<file path="config.mk">
export PLATFORM = sky130hd
export DESIGN_NAME = pong_input_ctrl
export DESIGN_NICKNAME = d
export VERILOG_FILES = /design/src/rtl/pong_input_ctrl.sv
export SDC_FILE = /design/constraint.sdc
export NUM_CORES = 1
export LEC_CHECK = 0
export ABC_AREA = 1
export CORE_ASPECT_RATIO = 1.4
export CORE_MARGIN = 2
export CORE_UTILIZATION = 53
export DETAILED_ROUTE_END_ITERATION = 8
export GPL_TIMING_DRIVEN = 0
export HOLD_SLACK_MARGIN = 0.08
export PLACE_DENSITY_LB_ADDON = 0.3
export SLEW_MARGIN = 20
export SYNTH_ARGS = -nofsm -noshare
export SYNTH_HDL_FRONTEND = slang
export SYNTH_SLANG_ARGS = --single-unit
</file>
<file path="constraint.sdc">
create_clock -name clk -period 2.6 [get_ports clk]
set_input_delay 0.65 -clock clk [delete_from_list [all_inputs] [get_ports clk]]
set_output_delay 0.65 -clock clk [all_outputs]
set_load 0.02 [all_outputs]
</file>
<file path="src/rtl/pong_input_ctrl.sv">
// Button conditioning and game pacing for the pong logic: two-flop synchronisers,
// per-button debounce FSMs with press pulses, an up/down conflict mask and a periodic tick.

module pong_debounce #(
    parameter int DEBOUNCE_CYCLES = 650000
) (
    input  logic clk,
    input  logic rst,
    input  logic raw,
    output logic lvl,
    output logic press
);

    localparam int CW = (DEBOUNCE_CYCLES > 2) ? $clog2(DEBOUNCE_CYCLES) : 1;
    localparam logic [CW-1:0] CNT_LAST = CW'(DEBOUNCE_CYCLES - 1);

    typedef enum logic [1:0] {
        RELEASED,
        PRESS_WAIT,
        PRESSED,
        RELEASE_WAIT
    } state_t;

    state_t        state;
    logic [CW-1:0] cnt;
    logic          sync1;
    logic          sync2;

    always_ff @(posedge clk or posedge rst) begin
        if (rst) begin
            sync1 <= 1'b0;
            sync2 <= 1'b0;
        end else begin
            sync1 <= raw;
            sync2 <= sync1;
        end
    end

    // press is raised only on the PRESS_WAIT exit, so a bounce back from RELEASE_WAIT stays silent
    always_ff @(posedge clk or posedge rst) begin
        if (rst) begin
            state <= RELEASED;
            cnt   <= '0;
            press <= 1'b0;
        end else begin
            press <= 1'b0;
            case (state)
                RELEASED: begin
                    cnt <= '0;
                    if (sync2) begin
                        state <= PRESS_WAIT;
                    end
                end
                PRESS_WAIT: begin
                    if (!sync2) begin
                        state <= RELEASED;
                        cnt   <= '0;
                    end else if (cnt == CNT_LAST) begin
                        state <= PRESSED;
                        cnt   <= '0;
                        press <= 1'b1;
                    end else begin
                        cnt <= cnt + CW'(1);
                    end
                end
                PRESSED: begin
                    cnt <= '0;
                    if (!sync2) begin
                        state <= RELEASE_WAIT;
                    end
                end
                RELEASE_WAIT: begin
                    if (sync2) begin
                        state <= PRESSED;
                        cnt   <= '0;
                    end else if (cnt == CNT_LAST) begin
                        state <= RELEASED;
                        cnt   <= '0;
                    end else begin
                        cnt <= cnt + CW'(1);
                    end
                end
                default: begin
                    state <= RELEASED;
                    cnt   <= '0;
                end
            endcase
        end
    end

    assign lvl = (state == PRESSED) || (state == RELEASE_WAIT);

endmodule

module pong_input_ctrl #(
    parameter int DEBOUNCE_CYCLES = 650000,
    parameter int TICK_DIV        = 1083333
) (
    input  logic clk,
    input  logic rst,
    input  logic up_raw,
    input  logic down_raw,
    output logic up,
    output logic down,
    output logic up_press,
    output logic down_press,
    output logic timing_tick
);

    localparam int TW = (TICK_DIV > 2) ? $clog2(TICK_DIV) : 1;
    localparam logic [TW-1:0] TICK_LAST = TW'(TICK_DIV - 1);

    logic          lvl_up;
    logic          lvl_down;
    logic [TW-1:0] tick_cnt;

    pong_debounce #(
        .DEBOUNCE_CYCLES(DEBOUNCE_CYCLES)
    ) u_up (
        .clk  (clk),
        .rst  (rst),
        .raw  (up_raw),
        .lvl  (lvl_up),
        .press(up_press)
    );

    pong_debounce #(
        .DEBOUNCE_CYCLES(DEBOUNCE_CYCLES)
    ) u_down (
        .clk  (clk),
        .rst  (rst),
        .raw  (down_raw),
        .lvl  (lvl_down),
        .press(down_press)
    );

    // Holding both buttons means "no movement"; the mask is combinational so it adds no latency
    assign up   = lvl_up & ~lvl_down;
    assign down = lvl_down & ~lvl_up;

    always_ff @(posedge clk or posedge rst) begin
        if (rst) begin
            tick_cnt    <= '0;
            timing_tick <= 1'b0;
        end else if (tick_cnt == TICK_LAST) begin
            tick_cnt    <= '0;
            timing_tick <= 1'b1;
        end else begin
            tick_cnt    <= tick_cnt + TW'(1);
            timing_tick <= 1'b0;
        end
    end

endmodule

</file>
==> results.sh <==
export IMPL_status="finished, final reports clean"
export IMPL_use_met3=0.0326
export IMPL_dpl_instance_area_um2=4360
export IMPL_viasPerCell=5.04
export IMPL_cts_setup_buffers=0
export IMPL_drtPass1Iterations=4
export IMPL_hpwl_um=6430
export IMPL_numCtsBuffers=9
export IMPL_crit_arrival_ns=1.51
export IMPL_vias=3458
export IMPL_grt_antenna_before_repair=0
export IMPL_synthesis_nets=569
export IMPL_setup_tns_ns=0
export IMPL_insertion_delay_ns=0.35
export IMPL_grt_pass1_vias=3443
export IMPL_portBuffers=8
export IMPL_combPwrFrac=0.028
export IMPL_dieWidth_um=78.5
export IMPL_grt_overflow=0
export IMPL_wl_per_cell_um=12.3
export IMPL_grt_start_max_net_pins=57
export IMPL_use_met2=0.390
export IMPL_rsz0062_at_grt="false"
export IMPL_p_total_w=0.00230
export IMPL_maxCapViolCount=0
export IMPL_timing_reg2reg_worst_path_depth=7
export IMPL_syn_area_um2=4120
export IMPL_synth_distinct_cells=27
export IMPL_dieArea_um2=8510
export IMPL_r2r_start="tick_cnt[0]$_DFF_PP0_"
export IMPL_core_um2=7650
export IMPL_yosysWarnings=0
export IMPL_drt_drc_violations_left=0
export IMPL_power_density_nw_per_um2=499
export IMPL_fin_crit_sh=0.831
export IMPL_ys_top_cells_by_area="dfrtp_1, nand2_1, nor2_1"
export IMPL_cts_tree="built"
export IMPL_synth_top_area_frac=0.437
export IMPL_synth_seq_cells=72
export IMPL_crit_family="buffers and inverters"
export IMPL_grt_use_total=0.221
export IMPL_clock_sinks=72
export IMPL_ant_nets=0
export IMPL_crit_cells=3
export IMPL_slowest_stage="clkdlybuf4s50_1"
export IMPL_r2r_end="tick_cnt[3]$_DFF_PP0_"
export IMPL_crit_path_start_kind="register"
export IMPL_syn2layout_area_growth_pct=11.9
export IMPL_finalHoldViolations=0
export IMPL_synth_ff_type="dfrtp_1"
export IMPL_power_frac_clock=0.480
export IMPL_drv_slew=0
export IMPL_largest_reg_flops=21
export IMPL_ys_top_cells_by_count="nand2_1, nor2_1, dfrtp_1, inv_1, nand3_1"
export IMPL_p_seq_frac=0.493
export IMPL_cts_resized=0
export IMPL_fin_ws_ns=0.438
export IMPL_die_h_um=108
export IMPL_yosysTopAreaCell="dfrtp_1"
export IMPL_antenna_cells=0
export IMPL_p_leak_nw=1.94
export IMPL_required_ns=1.95
export IMPL_crit_end="up"
export IMPL_setup_viol=0
export IMPL_syn_area_per_cell_um2=7.35
export IMPL_path_buf_inv=2
export IMPL_top_regs="tick_cnt x21, u_down.cnt x20, u_up.cnt x20"
export IMPL_met1_usage=0.250
export IMPL_start_util=0.538
export IMPL_stdcell_area_um2=4610
export IMPL_rows=38
export IMPL_grt_busiest_layer="met2"
export IMPL_intPower_w=0.00184
export IMPL_post_place_ws_ns=0.731
export IMPL_cp_end_kind="output port"
export IMPL_fin_skew_ns=0.00812
export IMPL_power_net_switching_w=0.000464
export IMPL_drtIter0Drc=195
export IMPL_place_congestion=0.943
export IMPL_crit_chain="inv_1 -> nor2_1 -> clkdlybuf4s50_1"
export IMPL_rrSetupSlack_ns=0.73
export IMPL_fmax_mhz=463
export IMPL_cts_root_buf="clkbuf_8"
export IMPL_worst_setup_path_type="reg2out"
export IMPL_crit_fanout=4
export IMPL_slew_headroom=0.649
export IMPL_routed_wirelength_um=8460
export IMPL_hold_buffers=0
export IMPL_min_period_ns=2.16
export IMPL_clockBufferDepth=2
export IMPL_async_flop_share=1.00
export IMPL_worst_slew_pin_slew_ns=0.524
export IMPL_io_pins=9
export IMPL_synth_edf_count=0
export IMPL_top_register="tick_cnt"
export IMPL_htree_levels=3
export IMPL_path_clk_slew_ns=0.08
export IMPL_layout_drive_gt1_share=0.108
export IMPL_hold_path_class="reg2reg"
export IMPL_syn_inst=561
export IMPL_grt_first_pass_wirelength_um=14800
export IMPL_seq_area_frac_synth=0.437
export IMPL_critPathMaxStageDelay_ns=0.60
export IMPL_ir_drop_mv=0.411
export IMPL_yosysMostFrequentCell="nand2_1"
export IMPL_sw_frac_of_total=0.202
export IMPL_fin_nets=589
==> how the worst min path moves through the flow <==
stage	start	endpoint	slack, ns	depth (start not counted)
2_1_floorplan	u_down.sync1$_DFF_PP0_	u_down.sync2$_DFF_PP0_	0.33	0
3_3_place_gp	u_down.sync1$_DFF_PP0_	u_down.sync2$_DFF_PP0_	0.34	0
3_5_place_dp	u_down.sync1$_DFF_PP0_	u_down.sync2$_DFF_PP0_	0.34	0
4_1_cts	u_up.sync1$_DFF_PP0_	u_up.sync2$_DFF_PP0_	0.36	0
5_1_grt	u_up.sync1$_DFF_PP0_	u_up.sync2$_DFF_PP0_	0.36	0
6_report	u_up.sync1$_DFF_PP0_	u_up.sync2$_DFF_PP0_	0.35	0
==> power groups by stage <==
stage               registers [W]  clock network, W  logic [W]
floorplan                 0.00115                 0  0.0000432
global placement          0.00115                 0  0.0000593
detailed placement        0.00115                 0  0.0000660
CTS                       0.00113           0.00113  0.0000661
global route              0.00113           0.00117  0.0000727
finish                    0.00113           0.00110  0.0000634
==> metal layers <==
layer  up-vias  part of all wire
met1      1596              0.42
li1       1762                 -
met4         0             0.036
met3        24             0.029
met5         -                 0
met2        76              0.52
==> placed cells by master, fill, tap and decap left out, drive strengths merged, types with 5 or more instances in the layout <==
| cell | n |
|---|---|
| nand3 | 35 |
| o21ai | 7 |
| nand4 | 10 |
| clkbuf | 11 |
| xor2 | 17 |
| nand2 | 164 |
| nor3 | 11 |
| inv | 63 |
| o21bai | 5 |
| clkdlybuf4s50 | 8 |
| dfrtp | 72 |
| xnor2 | 12 |
| nor2 | 150 |
==> metrics by stage <==
step,hold slack (ns),util,cells
after floorplan,0.331,-,561
after global placement,0.344,0.565,669
after detailed placement,0.342,0.569,670
after CTS,0.358,0.602,686
after global routing,0.362,0.602,686
final,0.353,0.602,686
==> layout make-up <==
cell class,count,area (µm²)
Clock inverter,5,103
Fill cell,701,3040
Inverter,64,244
Sequential cell,72,1800
Timing Repair Buffer,9,108
Multi-Input combinational cell,422,2040
Buffer,3,35.0
Clock buffer,11,151
Tap cell,100,125
==> kinds of logic (layout without fill, tap and decap cells) <==
family          count (synthesis)  count (layout)  share of synthesized area
simple gates                  374             374                      0.400
fa+ha+maj                       4               4                     0.0121
compound gates                 15              15                     0.0222
buf+inv                        67              92                     0.0671
xor+xnor                       29              29                     0.0616
flops                          72              72                      0.437
No activity file was read; power rests on OpenSTA's default activity.
